[src/rtl/fft_filter_seq_if.sv]
// ----------------------------------------------------------------------------
// fft_filter_seq_if
// Bundle of the bin stream entering the frequency-domain filter sequencer and
// the coefficient-ROM / tag signals it produces.
//
// Handshake: a bin beat is accepted on every rising clock edge where in_valid
// is high. There is no backpressure, so in_sop and bank_sel are only looked
// at on accepted beats. bank_sel is used only on sop beats. Every output is
// registered and is valid for the whole cycle after the edge that produced it.
//
// Signals (directions as seen by the slave, i.e. the sequencer):
//   in_valid     in   FFT bin valid this cycle
//   in_sop       in   first bin of a frame (qualified by in_valid)
//   bank_sel     in   coefficient bank, sampled on sop beats
//   coef_addr    out  ROM address {bank, bin}
//   coef_en      out  ROM / operand register enable, one cycle per beat
//   out_valid    out  multiplier output valid
//   out_sop      out  multiplier output is bin 0
//   out_eop      out  multiplier output is bin N_BINS-1
//   frame_err    out  one-cycle framing error pulse
//   frame_count  out  completed frames, wraps
//   busy         out  frame open or tags still in flight
//   dbg_state    out  FSM state (0 = IDLE, 1 = RUN)
// ----------------------------------------------------------------------------
interface fft_filter_seq_if #(
  parameter int ADDR_W = 5,
  parameter int BANK_W = 2,
  parameter int CNT_W  = 16
);
  logic                     in_valid;
  logic                     in_sop;
  logic [BANK_W-1:0]        bank_sel;
  logic [BANK_W+ADDR_W-1:0] coef_addr;
  logic                     coef_en;
  logic                     out_valid;
  logic                     out_sop;
  logic                     out_eop;
  logic                     frame_err;
  logic [CNT_W-1:0]         frame_count;
  logic                     busy;
  logic                     dbg_state;

  modport slave (
    input  in_valid, in_sop, bank_sel,
    output coef_addr, coef_en, out_valid, out_sop, out_eop,
           frame_err, frame_count, busy, dbg_state
  );

  modport master (
    output in_valid, in_sop, bank_sel,
    input  coef_addr, coef_en, out_valid, out_sop, out_eop,
           frame_err, frame_count, busy, dbg_state
  );
endinterface

[src/rtl/fft_filter_seq.sv]
// ----------------------------------------------------------------------------
// fft_filter_seq
// Frame sequencer for the frequency-domain filter that follows the FFT.
// It turns the incoming bin strobe stream into coefficient ROM addresses
// {bank, bin}, restarting at bin 0 on each start-of-frame, and carries
// valid/sop/eop tags through a delay line matched to the ROM + multiplier
// latency so the product stream leaves framed and aligned.
//
// Ports:
//   clk    in  system clock, rising edge
//   reset  in  asynchronous active-high reset
//   fbus   fft_filter_seq_if.slave, see the interface header for signals
// ----------------------------------------------------------------------------
module fft_filter_seq #(
  parameter int N_BINS   = 32,
  parameter int ADDR_W   = 5,
  parameter int BANK_W   = 2,
  parameter int PIPE_LAT = 4,
  parameter int CNT_W    = 16
) (
  input  logic          clk,
  input  logic          reset,
  fft_filter_seq_if.slave fbus
);

  localparam logic [0:0] ST_IDLE = 1'b0;
  localparam logic [0:0] ST_RUN  = 1'b1;

  localparam logic [ADDR_W-1:0] LAST_BIN = ADDR_W'(N_BINS - 1);

  // Tag bit positions inside one delay-line stage.
  localparam int TAG_V = 2;
  localparam int TAG_S = 1;
  localparam int TAG_E = 0;

  logic [0:0]               state_q, state_d;
  logic [ADDR_W-1:0]        bin_cnt_q, bin_cnt_d;
  logic [BANK_W-1:0]        bank_q, bank_d;
  logic [BANK_W+ADDR_W-1:0] coef_addr_q;
  logic                     coef_en_q;
  logic                     frame_err_q, frame_err_d;
  logic [CNT_W-1:0]         frame_count_q;

  // Stage 0 is loaded at the accepting edge; stage PIPE_LAT is therefore
  // visible exactly PIPE_LAT edges later and drives the outputs.
  logic [2:0]               tag_q [0:PIPE_LAT];
  logic [2:0]               tag_d;

  logic                     emit;
  logic [ADDR_W-1:0]        emit_bin;
  logic [BANK_W-1:0]        emit_bank;
  logic                     tag_sop, tag_eop;
  logic                     tags_in_flight;

  always_comb begin
    state_d     = state_q;
    bin_cnt_d   = bin_cnt_q;
    bank_d      = bank_q;
    frame_err_d = 1'b0;
    emit        = 1'b0;
    emit_bin    = '0;
    emit_bank   = bank_q;
    tag_sop     = 1'b0;
    tag_eop     = 1'b0;
    if (fbus.in_valid) begin
      if (fbus.in_sop) begin
        // A sop while RUN means the previous frame was truncated; RUN always
        // has bin_cnt != 0, so this is a genuine mid-frame restart.
        frame_err_d = (state_q == ST_RUN);
        bank_d      = fbus.bank_sel;
        emit        = 1'b1;
        emit_bin    = '0;
        emit_bank   = fbus.bank_sel;
        tag_sop     = 1'b1;
        bin_cnt_d   = ADDR_W'(1);
        state_d     = ST_RUN;
      end else if (state_q == ST_IDLE) begin
        // Beat outside any frame: dropped, only flagged.
        frame_err_d = 1'b1;
      end else begin
        emit     = 1'b1;
        emit_bin = bin_cnt_q;
        if (bin_cnt_q == LAST_BIN) begin
          tag_eop   = 1'b1;
          bin_cnt_d = '0;
          state_d   = ST_IDLE;
        end else begin
          bin_cnt_d = bin_cnt_q + ADDR_W'(1);
        end
      end
    end
    tag_d = {emit, tag_sop, tag_eop};
  end

  always_ff @(posedge clk or posedge reset) begin
    if (reset) begin
      state_q       <= ST_IDLE;
      bin_cnt_q     <= '0;
      bank_q        <= '0;
      coef_addr_q   <= '0;
      coef_en_q     <= 1'b0;
      frame_err_q   <= 1'b0;
      frame_count_q <= '0;
      for (int i = 0; i <= PIPE_LAT; i++) tag_q[i] <= '0;
    end else begin
      state_q     <= state_d;
      bin_cnt_q   <= bin_cnt_d;
      bank_q      <= bank_d;
      coef_en_q   <= emit;
      frame_err_q <= frame_err_d;
      // Address holds between beats so the ROM input stays quiet.
      if (emit) coef_addr_q <= {emit_bank, emit_bin};
      if (tag_q[PIPE_LAT][TAG_E]) frame_count_q <= frame_count_q + CNT_W'(1);
      tag_q[0] <= tag_d;
      for (int i = 1; i <= PIPE_LAT; i++) tag_q[i] <= tag_q[i-1];
    end
  end

  always_comb begin
    tags_in_flight = 1'b0;
    for (int i = 0; i <= PIPE_LAT; i++) tags_in_flight = tags_in_flight | tag_q[i][TAG_V];
  end

  assign fbus.coef_addr   = coef_addr_q;
  assign fbus.coef_en     = coef_en_q;
  assign fbus.out_valid   = tag_q[PIPE_LAT][TAG_V];
  assign fbus.out_sop     = tag_q[PIPE_LAT][TAG_S];
  assign fbus.out_eop     = tag_q[PIPE_LAT][TAG_E];
  assign fbus.frame_err   = frame_err_q;
  assign fbus.frame_count = frame_count_q;
  assign fbus.busy        = (state_q != ST_IDLE) | tags_in_flight;
  assign fbus.dbg_state   = state_q;

endmodule

[src/flat_wrapper.sv]
// flat-port wrapper written by rule: the top's interface ports become plain ports
module fft_filter_seq_flat 
#(
  parameter int N_BINS   = 32,
  parameter int ADDR_W   = 5,
  parameter int BANK_W   = 2,
  parameter int PIPE_LAT = 4,
  parameter int CNT_W    = 16
)
  (clk, reset, fbus_in_valid, fbus_in_sop, fbus_bank_sel, fbus_coef_addr, fbus_coef_en, fbus_out_valid, fbus_out_sop, fbus_out_eop, fbus_frame_err, fbus_frame_count, fbus_busy, fbus_dbg_state);
  fft_filter_seq_if #(.ADDR_W(ADDR_W), .BANK_W(BANK_W), .CNT_W(CNT_W)) fbus_i ();
  input  logic clk;
  input  logic reset;
  input wire logic [$bits(fbus_i.in_valid)-1:0] fbus_in_valid;
  input wire logic [$bits(fbus_i.in_sop)-1:0] fbus_in_sop;
  input wire logic [$bits(fbus_i.bank_sel)-1:0] fbus_bank_sel;
  output wire logic [$bits(fbus_i.coef_addr)-1:0] fbus_coef_addr;
  output wire logic [$bits(fbus_i.coef_en)-1:0] fbus_coef_en;
  output wire logic [$bits(fbus_i.out_valid)-1:0] fbus_out_valid;
  output wire logic [$bits(fbus_i.out_sop)-1:0] fbus_out_sop;
  output wire logic [$bits(fbus_i.out_eop)-1:0] fbus_out_eop;
  output wire logic [$bits(fbus_i.frame_err)-1:0] fbus_frame_err;
  output wire logic [$bits(fbus_i.frame_count)-1:0] fbus_frame_count;
  output wire logic [$bits(fbus_i.busy)-1:0] fbus_busy;
  output wire logic [$bits(fbus_i.dbg_state)-1:0] fbus_dbg_state;
  assign fbus_i.in_valid = fbus_in_valid;
  assign fbus_i.in_sop = fbus_in_sop;
  assign fbus_i.bank_sel = fbus_bank_sel;
  assign fbus_coef_addr = fbus_i.coef_addr;
  assign fbus_coef_en = fbus_i.coef_en;
  assign fbus_out_valid = fbus_i.out_valid;
  assign fbus_out_sop = fbus_i.out_sop;
  assign fbus_out_eop = fbus_i.out_eop;
  assign fbus_frame_err = fbus_i.frame_err;
  assign fbus_frame_count = fbus_i.frame_count;
  assign fbus_busy = fbus_i.busy;
  assign fbus_dbg_state = fbus_i.dbg_state;
  fft_filter_seq #(.N_BINS(N_BINS), .ADDR_W(ADDR_W), .BANK_W(BANK_W), .PIPE_LAT(PIPE_LAT), .CNT_W(CNT_W)) u_core (.clk(clk), .reset(reset), .fbus(fbus_i));
endmodule
[config.mk]
export PLATFORM = sky130hd
export DESIGN_NAME = fft_filter_seq_flat
export DESIGN_NICKNAME = d
export VERILOG_FILES = /design/src/rtl/fft_filter_seq_if.sv /design/src/rtl/fft_filter_seq.sv /design/src/flat_wrapper.sv
export SDC_FILE = /design/constraint.sdc
export NUM_CORES = 1
export LEC_CHECK = 0
export ABC_AREA = 1
export CORE_MARGIN = 2
export CORE_UTILIZATION = 51
export DETAILED_ROUTE_END_ITERATION = 10
export GPL_TIMING_DRIVEN = 0
export PLACE_DENSITY = 0.78
export SLEW_MARGIN = 20
export SYNTH_ARGS = -nofsm -noshare
export SYNTH_HDL_FRONTEND = slang
export SYNTH_SLANG_ARGS = --single-unit
[constraint.sdc]
create_clock -name clk -period 2 [get_ports clk]
set_clock_uncertainty 0.05 [all_clocks]
set_input_delay 0.2 -clock clk [delete_from_list [all_inputs] [get_ports clk]]
set_output_delay 0.2 -clock clk [all_outputs]
set_load 0.03 [all_outputs]
== Word level (Yosys, flattened, before mapping) ==
Cells that the tools add are included.
Word-level totals
  bits in registers: 48
  word-level logic and storage cells: 45
  input bits: 6
Operators by class
  bitwise operators: 5
  equality and inequality tests: 1
  multiplexer cells: 23
  $add $sub $neg: 2
  reductions and logical operators: 2
Operators by type and width (count)
  $mux 5: 6
  $add 16x1->16 const B: 1
  $mux 1: 15
  $add 5x1->5 const B: 1
  $eq 5x5->1 const B: 1
  $or 1x1->1: 5
  $mux 2: 2
  $reduce_and 2->1: 1
  $reduce_bool 2->1: 1

== Longest topological paths before layout ==
Gate-level depths: netlist of run 1.
  depth in word-level cells: 5
  gate-level depth with buffers: 8

== Worst setup path before layout of run 1 ==
OpenSTA, ideal clock, no wires.
  kind: register -> register
  start: register u_core.state_q (netlist: u_core.fbus.dbg_state)
  end: register u_core.coef_addr_q[5] (netlist: u_core.fbus.coef_addr[5])
  path buffers: 1
  stages on the path, launching flop included: 9
  data required time: 1.868 ns
  data arrival time: 1.381 ns
  path slack: 0.488 ns
  library setup time: 0.082 ns
  cells stage by stage: dfrtp_1 inv_1 ha_1 inv_1 nand2_2 inv_2 buf_4 nor2_1 a31oi_1
On the way
  longest elaborated chain between the ends: 3
RTL lines
  start: declaration: RTL line fft_filter_seq.sv:36  | logic [0:0] state_q, state_d;
  start signal: assignment: RTL line fft_filter_seq.sv:106  | state_q <= state_d;
  $mux 1: RTL line fft_filter_seq.sv:77  | end else if (state_q == ST_IDLE) begin
  $mux 1: RTL line fft_filter_seq.sv:66  | if (fbus.in_sop) begin
  $mux 1: RTL line fft_filter_seq.sv:65  | if (fbus.in_valid) begin
  via u_core.emit: RTL line fft_filter_seq.sv:49  | logic emit;
  end signal: assignment: RTL line fft_filter_seq.sv:112  | if (emit) coef_addr_q <= {emit_bank, emit_bin};
  end: declaration: RTL line fft_filter_seq.sv:39  | logic [BANK_W+ADDR_W-1:0] coef_addr_q;
The timed path passes the listed nets, and every way through them passes these cells.
A chain may end at the register's enable or synchronous reset.

== Worst setup path in the final report of run 1 ==
  start: register u_core.frame_count_q[2] (netlist: u_core.fbus.frame_count[2])
  end: output fbus_frame_count[2]
RTL lines
  start: declaration: RTL line fft_filter_seq.sv:42  | logic [CNT_W-1:0] frame_count_q;
  start signal: assignment: RTL line fft_filter_seq.sv:113  | if (tag_q[PIPE_LAT][TAG_E]) frame_count_q <= frame_count_q + CNT_W'(1);
  end: declaration: RTL line flat_wrapper.sv:23  | output wire logic [$bits(fbus_i.frame_count)-1:0] fbus_frame_count;
No word-level cell between the ends.

==> results of run 1 <==
## layout make-up
cell class	instances	area [µm²]	share of cell area, %
Sequential cell	47	1180	47.0
Multi-Input combinational cell	115	677	27.1
Timing Repair Buffer	36	373	14.9
Inverter	28	110	4.40
Clock buffer	6	72.6	2.90
Tap cell	48	60.1	2.40
Clock inverter	2	17.5	0.700
Buffer	2	15.0	0.600
## report_power, final
group	switching, µW	internal [µW]	total, µW
sequential	25.5	992	1020
clock	305	251	556
combinational	107	70.1	177
## worst paths after layout
| check | start | end | cells after the start |
|---|---|---|---|
| max in group asynchronous | reset | u_core.tag_q[7]$_DFF_PP0_ | 3 |
| max | u_core.fbus.frame_count[2]$_DFFE_PP0P_ | fbus_frame_count[2] | 1 |
| min reg2reg | u_core.tag_q[13]$_DFF_PP0_ | u_core.tag_q[10]$_DFF_PP0_ | 0 |
| max reg2reg | u_core.fbus.dbg_state$_DFFE_PP0P_ | u_core.fbus.coef_addr[0]$_DFFE_PP0P_ | 7 |
| min | reset | u_core.fbus.frame_count[7]$_DFFE_PP0P_ | 2 |
| min in group clk | u_core.tag_q[13]$_DFF_PP0_ | u_core.tag_q[10]$_DFF_PP0_ | 0 |
## registers in the layout, summed over array words and instances (netlist names)
register / cells
u_core.fbus.frame_count: 16
u_core.tag_q: 11
u_core.fbus.coef_addr: 7
u_core.bin_cnt_q: 5
u_core.bank_q: 2
u_core.fbus.coef_en: 1
u_core.fbus.dbg_state: 1
u_core.fbus.frame_err: 1
u_core.fbus.out_eop: 1
u_core.fbus.out_sop: 1
u_core.fbus.out_valid: 1
## cell usage in the layout (no fill, tap or decap), types with 3 or more instances in the layout
| cell type | n |
|---|---|
| nand4_1 | 4 |
| xor2_1 | 7 |
| inv_1 | 21 |
| nor3_1 | 4 |
| nand2_1 | 41 |
| o21ai_1 | 8 |
| ha_1 | 4 |
| clkdlybuf4s50_1 | 34 |
| nor2_4 | 4 |
| clkbuf_8 | 5 |
| dfrtp_1 | 47 |
| nand3_1 | 9 |
| inv_2 | 5 |
| nor2_2 | 3 |
| nand2_2 | 5 |
| nor2_1 | 9 |
| xnor2_1 | 4 |
## metrics by stage
step | setup TNS [ps] | hold WS [ps] | power (µW) | setup WS [ps] | cell area [µm²]
floorplan | 0 | 222 | 1140 | 488 | 1980
global placement | -11370 | 282 | 1200 | -244 | 2390
detailed placement | 0 | 285 | 1220 | 181 | 2410
CTS | 0 | 140 | 1780 | 26.8 | 2500
global route | 0 | 164 | 1840 | 230 | 2500
finish | 0 | 133 | 1750 | 286 | 2500
## per-layer routing
metal / vias to the layer above / share of wire [%] / GRT usage, %
li1: 687 / - / -
met1: 642 / 45 / 20.9
met5: - / 0 / 0
met3: 5 / 4.2 / 5.11
met2: 30 / 49 / 30.8
met4: 0 / 1.5 / 6.63
## kinds of logic after synthesis
group | count (synthesis) | share of synthesized area (%)
xor+xnor | 11 | 4.87
flops | 47 | 59.5
compound gates | 13 | 3.60
simple gates | 87 | 23.2
fa+ha+maj | 4 | 2.53
buf+inv | 30 | 6.32
## repair_timing
action,4_1_cts,5_1_grt
gates resized for setup,0,1
endpoints found under the setup margin,0,1
buffers inserted,0,0
==> key figures, run 1 <==
Placed design
  • Number of instances in the placed design: 276
  • Hpwl dp: 2480 µm
  • Final GP Congestion: 0.805
  • PortBufs: 35

Logic synthesis
  • Number of synthesized flops with an enable pin: 0
  • Synth Register Bits: 47
  • Mapped Avg Cell Area: 10.3 µm²
  • Synth area leader: dfrtp_1
  • Post-synth top area share: 59.5%
  • Async S/R FF share, synth: 100%
  • Post-Syn Nets: 202
  • Sequential area share after synthesis: 59.5%
  • Most frequent cell after synthesis: dfrtp_1
  • Synth unique cells: 27
  • Post-synthesis cell area: 1980 µm²
  • Post-synth top cells: 47 x dfrtp_1, 41 x nand2_1, 22 x inv_1
  • Primary FF master, synth: dfrtp_1
  • Ranking of synthesized cells by area: dfrtp_1 59%, nand2_1 7.8%, inv_1 4.2%
  • Yosys warnings: 0
  • Mapped Cells: 192

GRT
  • Antenna violations before repair: 0
  • Global-route wire length before repair: 5820 µm
  • Vias in the first global route: 1361
  • Largest net degree at the start of global routing: 33
  • Total global-route track usage: 17.8%
  • Total gr overflow: 0

Route
  • Total wire length: 3300 µm
  • Drt first pass iters: 4
  • Routed WL per cell: 11.6 µm
  • DRC: 0
  • Final ANT Viol Nets: 0
  • Vias after detailed routing: 1364
  • Vias per cell: 4.80
  • Drt initial violations: 25

Setup path
  • CP max FO: 5
  • CP peak stage delay: 710 ps
  • Setup Crit Path Kind: register to output pin
  • Req. time, crit path: 1750 ps
  • CP Buf/Inv Count: 1
  • Worst R2R Setup Slack: 460 ps
  • Critical path's slowest cell: clkdlybuf4s50_1
  • CP Capture Type: output pin
  • Cell family with most CP delay: buffers and inverters
  • Worst setup SP type: register
  • WP data arrival: 1460 ps
  • CP cell instances: clkdlybuf4s50_1

STA
  • Min Clock Period, post-route: 1710 ps
  • RSZ-0062 raised after global routing: no
  • Slew Viols, Final: 0
  • Worst Max-Slew Pin Slew: 357 ps
  • Fmax: 583 MHz
  • Worst slew margin: 76.1%
  • Final period utilization: 85.7%
  • Final setup violation count: 0
  • Final hold vios: 0

Cells and area
  • Fin util: 67.8%
  • Syn-to-layout area delta: 26.4%
  • Fin cells: 284
  • Ratio of cells with drive above 1 in the final layout: 14.8%
  • Final nets: 245
  • FILL cells: 294
  • Diode count: 0

Run status
  • Status: completed

Clocking
  • Root buf cell: clkbuf_8
  • Reg clk slew, reported paths: 80 ps
  • # hold bufs at CTS: 0
  • CTS max path bufs: 2
  • TritonCTS buffer count: 5
  • Clk sinks: 47
  • Worst-Skew Late Latency: 300 ps
  • CTS HTree Levels: 2
  • CTS tree: done

Floorplan
  • Die H: 66.3 µm
  • Core ar.: 3690 µm²
  • Die W: 66.3 µm
  • FP Rows: 22
  • Initial Utilization: 53.6%
  • Top Ports: 36
  • Die Area: 4390 µm²

Power
  • VDD IR-drop max: 0.635 mV
  • LEAKAGE: 0.00127 µW
  • PwrDens: 700 nW/µm²

Worst hold path
  • Hold Path Class: input pin to async pin

Flow run
  • Max Cap Viol: 0
Power figures use the tool's default switching activity.
==> inputs of run 2 (changes only) <==
--- a/config.mk
+++ b/config.mk
@@ -6,12 +6,11 @@
 export NUM_CORES = 1
 export LEC_CHECK = 0
 export ABC_AREA = 1
+export CAP_MARGIN = 20
 export CORE_MARGIN = 2
 export CORE_UTILIZATION = 51
 export DETAILED_ROUTE_END_ITERATION = 10
-export GPL_TIMING_DRIVEN = 0
 export PLACE_DENSITY = 0.78
-export SLEW_MARGIN = 20
 export SYNTH_ARGS = -nofsm -noshare
 export SYNTH_HDL_FRONTEND = slang
 export SYNTH_SLANG_ARGS = --single-unit
==> run 2 against run 1 <==
  * Via count grew 0.66%
  * Non-clock buffer count did not move
  * Highest routed layer unchanged
  * Cell count stayed put
  * First-iteration DRC count is 140% higher
  * Combinational power barely moved
  * Clock-buffer cell count grew 1
  * Die area stayed put
  * Design area decreased by 0.85%
==> key figures, run 2 (synthesis results as in run 1) <==
STA
  • Worst slew margin: 68.4% (-7.8 points)
  • Worst Max-Slew Pin Slew: 474 ps (+116 ps)
  • Fmax: 547 MHz (-6.2%)
  • Final setup violation count: 0 (unchanged)
  • Slew Viols, Final: 0 (unchanged)
  • Setup_tns: 0 ps (unchanged)
  • Final hold vios: 0 (unchanged)
  • RSZ-0062 raised after global routing: no
  • Min Clock Period, post-route: 1830 ps (+114 ps)
  • Final period utilization: 91.4% (+5.7 points)

Cells and area
  • Commonest non-fill, non-tap cell in the layout: dfrtp_1
  • Multi-input gate area: 677 µm² (unchanged)
  • Syn-to-layout area delta: 25.4%
  • Final instance area: 2480 µm² (-0.85%)
  • Max FFs per register: 16 (unchanged)
  • FILL cells: 307 (+4.4%)
  • Commonest non-fill, non-tap cells in the layout: 47 x dfrtp_1, 41 x nand2_1, 34 x clkdlybuf4s50_1
  • Reg area: 1180 µm² (unchanged)
  • Diode count: 0 (unchanged)
  • Final nets: 245 (unchanged)
  • Ratio of cells with drive above 1 in the final layout: 14.4% (-0.42 points)

Placed design
  • PortBufs: 35 (unchanged)
  • Post-Place Cell Area: 2400 µm² (-0.52%)
  • Hpwl dp: 2500 µm (+0.64%)
  • Final GP Congestion: 0.832 (+3.4%)

Floorplan
  • Core ar.: 3690 µm² (unchanged)
  • Die H: 66.3 µm (unchanged)
  • Die Area: 4390 µm² (unchanged)
  • Top Ports: 36 (unchanged)
  • Die W: 66.3 µm (unchanged)
  • FP Rows: 22 (unchanged)
  • Initial Utilization: 53.6% (unchanged)

Route
  • DRC: 0 (unchanged)
  • Routed WL per cell: 11.6 µm (-0.39%)
  • Drt initial violations: 59 (+140%)
  • Vias per cell: 4.83 (+0.66%)
  • Total wire length: 3290 µm (-0.39%)
  • Final ANT Viol Nets: 0 (unchanged)
  • Drt first pass iters: 4 (unchanged)
  • Vias after detailed routing: 1373 (+0.66%)

Setup path
  • Worst setup SP type: register
  • Worst reg2reg path depth: 7 (unchanged)
  • CP peak stage delay: 740 ps (+30 ps)
  • Req. time, crit path: 1750 ps (about the same)
  • Setup Crit Path Kind: register to output pin
  • Critical path's slowest cell: clkdlybuf4s50_1
  • CP Capture Type: output pin
  • RR Endpoint: u_core.fbus.coef_addr[4]$_DFFE_PP0P_
  • Cell family with most CP delay: buffers and inverters
  • Critical R2R Launch: u_core.fbus.dbg_state$_DFFE_PP0P_
  • Worst R2R Setup Slack: 390 ps (-70 ps)
  • CP Buf/Inv Count: 1 (unchanged)
  • WP data arrival: 1580 ps (+120 ps)
  • CP cell instances: clkdlybuf4s50_1
  • CP max FO: 8 (+3)
  • Worst Setup SP: u_core.fbus.out_eop$_DFF_PP0_

Clocking
  • # hold bufs at CTS: 0 (unchanged)
  • Reg clk slew, reported paths: 80 ps (about the same)
  • Clk sinks: 47 (unchanged)
  • CTS tree: done
  • CTS HTree Levels: 2 (unchanged)
  • Worst-Skew Late Latency: 300 ps (about the same)
  • Root buf cell: clkbuf_8
  • CTS max path bufs: 2 (unchanged)
  • TritonCTS buffer count: 5 (unchanged)

Power
  • Reg power frac: 59.0% (+0.9 points)
  • Sw Pwr: 420 µW (-4.0%)
  • Combinational Power Share: 10.1% (about the same)
  • VDD IR-drop max: 0.506 mV (-20%)
  • Clock Power Share: 30.9% (-0.9 points)
  • Switching share of power: 24.3% (-0.65 points)
  • LEAKAGE: 0.00126 µW (-0.66%)
  • PwrDens: 696 nW/µm² (-0.55%)
  • Internal: 1310 µW (-0.54%)

GRT
  • Total global-route track usage: 18.1% (+0.28 points)
  • Total gr overflow: 0 (unchanged)
  • Largest net degree at the start of global routing: 25 (-24%)
  • Global-route wire length before repair: 5930 µm (+2.0%)
  • Vias in the first global route: 1341 (-1.5%)
  • Antenna violations before repair: 0 (unchanged)

Run status
  • Status: completed

Flow run
  • Max Cap Viol: 0 (unchanged)

Worst hold path
  • Hold Path Class: input pin to async pin
-- run 2: what timing repair did --
item	CTS	global route
buffers inserted	0	0
setup endpoints to repair	0	1
gates resized for setup	0	1
-- run 2: layout make-up --
class / instances / area share, %
clock buffers: 7 / 3.08
clock inverters: 1 / 0.202
inverters: 28 / 4.44
multi-input cells: 115 / 27.3
flip-flops and latches: 47 / 47.4
well taps: 48 / 2.42
repair buffers: 38 / 15.1
-- run 2: stage by stage --
stage / cells / util [%] / total power (µW) / setup WS [ps] / hold WS (ps)
floorplan: 192 / - / 1140 / 488 / 222
global placement: 276 / 65.0 / 1210 / 182 / 283
detailed placement: 276 / 65.0 / 1210 / 110 / 285
CTS: 284 / 67.2 / 1750 / 66.8 / 208
global route: 284 / 67.2 / 1820 / 112 / 239
finish: 284 / 67.2 / 1730 / 172 / 189
-- run 2: worst register-to-register path, delay by kind of cell (launching register included) --
family | cells | cell delay (ps)
buffers and inverters | 3 | 360
AOI/OAI and AO/OA | 1 | 170
adders and majority gates | 1 | 200
and+or+nand+nor | 2 | 320
DFF | 1 | 430
-- run 2: power groups by stage --
stage | registers, µW | logic (µW) | clock network, µW
floorplan | 1070 | 70.4 | 0
global placement | 1040 | 174 | 0
detailed placement | 1040 | 179 | 0
CTS | 1020 | 178 | 555
global route | 1030 | 196 | 600
finish | 1020 | 175 | 533
-- run 2: metal layers --
metal / part of all wire, % / track usage [%] / wire, µm
met3: 4.6 / 5.96 / 151
met1: 47 / 23.2 / 1530
met2: 47 / 28.7 / 1560
met4: 1.3 / 6.12 / 44
met5: 0 / 0 / 0
-- run 2: worst max-delay path by stage --
stage | end | slack (ps) | cells past startpoint
2_1_floorplan | u_core.fbus.coef_addr[5]$_DFFE_PP0P_ | 490 | 8
3_3_place_gp | u_core.fbus.coef_addr[3]$_DFFE_PP0P_ | 180 | 8
3_5_place_dp | u_core.fbus.coef_addr[1]$_DFFE_PP0P_ | 110 | 8
4_1_cts | fbus_busy | 70 | 3
5_1_grt | fbus_out_eop | 110 | 1
6_report | fbus_out_eop | 170 | 1
==> inputs of run 3 (changes only) <==
--- a/config.mk
+++ b/config.mk
@@ -7,8 +7,9 @@
 export LEC_CHECK = 0
 export ABC_AREA = 1
 export CAP_MARGIN = 20
-export CORE_MARGIN = 2
+export CORE_MARGIN = 3
 export CORE_UTILIZATION = 51
+export CTS_CLUSTER_DIAMETER = 60
 export DETAILED_ROUTE_END_ITERATION = 10
 export PLACE_DENSITY = 0.78
 export SYNTH_ARGS = -nofsm -noshare
==> run 3 against run 2 <==
  * Register-to-register slack about the same
  * Highest routed layer unchanged
  * Flip-flop and latch count unchanged
  * Clock power up 5.3%
==> key figures, run 3 (synthesis results as in run 1) <==
GRT
  • Global-route wire length before repair: 5960 µm (+0.46%)
  • Largest net degree at the start of global routing: 27 (+8.0%)
  • Total global-route track usage: 17.5% (-0.53 points)
  • Antenna violations before repair: 0 (unchanged)
  • Total gr overflow: 0 (unchanged)
  • Vias in the first global route: 1359 (+1.3%)

Clocking
  • TritonCTS buffer count: 5 (unchanged)
  • CTS tree: done
  • Clk sinks: 47 (unchanged)
  • Reg clk slew, reported paths: 80 ps (about the same)
  • CTS HTree Levels: 2 (unchanged)
  • CTS resizes: 0 (unchanged)
  • # hold bufs at CTS: 0 (unchanged)
  • Worst-Skew Late Latency: 300 ps (about the same)
  • Root buf cell: clkbuf_8
  • Post-CTS setup repair buffer count: 0 (unchanged)
  • CTS max path bufs: 2 (unchanged)

STA
  • Setup_tns: 0 ps (unchanged)
  • Worst slew margin: 68.6% (+0.27 points)
  • Worst Slack Setup Final: 115 ps (-57.5 ps)
  • Min Clock Period, post-route: 1890 ps (+57.5 ps)
  • RSZ-0062 raised after global routing: no
  • Final hold vios: 0 (unchanged)
  • Worst Max-Slew Pin Slew: 470 ps (-4.07 ps)
  • Final setup violation count: 0 (unchanged)
  • Fmax: 530 MHz (-3.1%)
  • Slew Viols, Final: 0 (unchanged)
  • Final period utilization: 94.3% (+2.9 points)

Route
  • Drt first pass iters: 4 (unchanged)
  • Vias after detailed routing: 1361 (-0.87%)
  • Routed WL per cell: 11.9 µm (+3.1%)
  • Vias per cell: 4.83 (-0.17%)
  • Drt initial violations: 63 (+6.8%)
  • Final ANT Viol Nets: 0 (unchanged)
  • DRC: 0 (unchanged)
  • Total wire length: 3370 µm (+2.4%)

Floorplan
  • Core ar.: 3690 µm² (unchanged)
  • Die W: 68.3 µm (+3.0%)
  • Die H: 68.3 µm (+3.0%)
  • FP Rows: 22 (unchanged)
  • Die Area: 4660 µm² (+6.1%)
  • Initial Utilization: 53.6% (unchanged)
  • Top Ports: 36 (unchanged)

Cells and area
  • Fin util: 67.3% (+0.068 points)
  • Diode count: 0 (unchanged)
  • Syn-to-layout area delta: 25.5%
  • Multi-input gate area: 677 µm² (unchanged)
  • FILL cells: 309 (+0.65%)
  • Reg area: 1180 µm² (unchanged)
  • Commonest non-fill, non-tap cells in the layout: 47 x dfrtp_1, 41 x nand2_1, 35 x clkdlybuf4s50_1
  • Commonest non-fill, non-tap cell in the layout: dfrtp_1
  • Ratio of cells with drive above 1 in the final layout: 14.1% (-0.30 points)
  • Final nets: 243 (-0.82%)
  • Max FFs per register: 16 (unchanged)

Power
  • VDD IR-drop max: 0.504 mV (-0.33%)
  • LEAKAGE: 0.00125 µW (-0.39%)
  • PwrDens: 708 nW/µm² (+1.7%)

Setup path
  • CP Capture Type: output pin
  • Setup Crit Path Kind: register to output pin
  • Worst R2R Setup Slack: 390 ps (about the same)
  • WP data arrival: 1640 ps (+60 ps)
  • Req. time, crit path: 1750 ps (about the same)
  • CP cell instances: nor4_1, nand2_1, clkdlybuf4s50_1
  • Worst setup SP type: register
  • Critical path's slowest cell: clkdlybuf4s50_1
  • CP max FO: 3 (-5)
  • CP peak stage delay: 590 ps (-150 ps)

Placed design
  • Hpwl dp: 2590 µm (+3.9%)
  • PortBufs: 35 (unchanged)
  • DP Worst Slack: 113 ps (+2.91 ps)
  • Final GP Congestion: 0.812 (-2.3%)

Worst hold path
  • Hold Path Class: input pin to async pin

Run status
  • Status: completed

Flow run
  • Max Cap Viol: 0 (unchanged)
run 3: area by class of cell:
| type | count | area share (%) |
|---|---|---|
| clock inverter | 2 | 0.655 |
| tap | 48 | 2.42 |
| clock buffer | 6 | 2.92 |
| timing repair buffer | 36 | 14.9 |
| sequential | 47 | 47.4 |
| multi-input combinational | 115 | 27.3 |
| inverter | 28 | 4.44 |
run 3: per-stage QoR:
stage               hold WS (ps)  cells  cell area [µm²]  total power, µW
floorplan                    222    192             1980             1140
global placement             283    274             2390             1210
detailed placement           285    274             2390             1220
CTS                          188    282             2480             1780
global route                 218    282             2480             1840
finish                       181    282             2480             1760
run 3: final timing paths:
check                                             startpoint                                      end  cells past startpoint
min in group clk                   u_core.tag_q[9]$_DFF_PP0_                u_core.tag_q[6]$_DFF_PP0_                      0
max                            u_core.fbus.coef_en$_DFF_PP0_                                fbus_busy                      3
min reg2reg                        u_core.tag_q[9]$_DFF_PP0_                u_core.tag_q[6]$_DFF_PP0_                      0
max in group asynchronous                              reset          u_core.fbus.out_valid$_DFF_PP0_                      3
max reg2reg                u_core.fbus.dbg_state$_DFFE_PP0P_     u_core.fbus.coef_addr[1]$_DFFE_PP0P_                      7
min                                                    reset  u_core.fbus.frame_count[11]$_DFFE_PP0P_                      2
run 3: worst max-delay path: cells and delay by family (launching register included):
family,cells,cell delay (ps)
buffers and inverters,1,590
DFF,1,410
and+or+nand+nor,2,340
run 3: metal layers:
| metal | routed length (µm) | vias up | global-route usage [%] |
|---|---|---|---|
| met1 | 1470 | 643 | 21.3 |
| met3 | 135 | 9 | 4.76 |
| li1 | - | 678 | - |
| met2 | 1680 | 31 | 28.8 |
| met5 | 0 | - | 0 |
| met4 | 74 | 0 | 8.44 |
run 3: power breakdown:
group	switching, µW	internal (µW)	leakage, µW
Sequential	26.8	992	0.000619
Clock	310	251	0.0000418
Combinational	109	68.9	0.000592
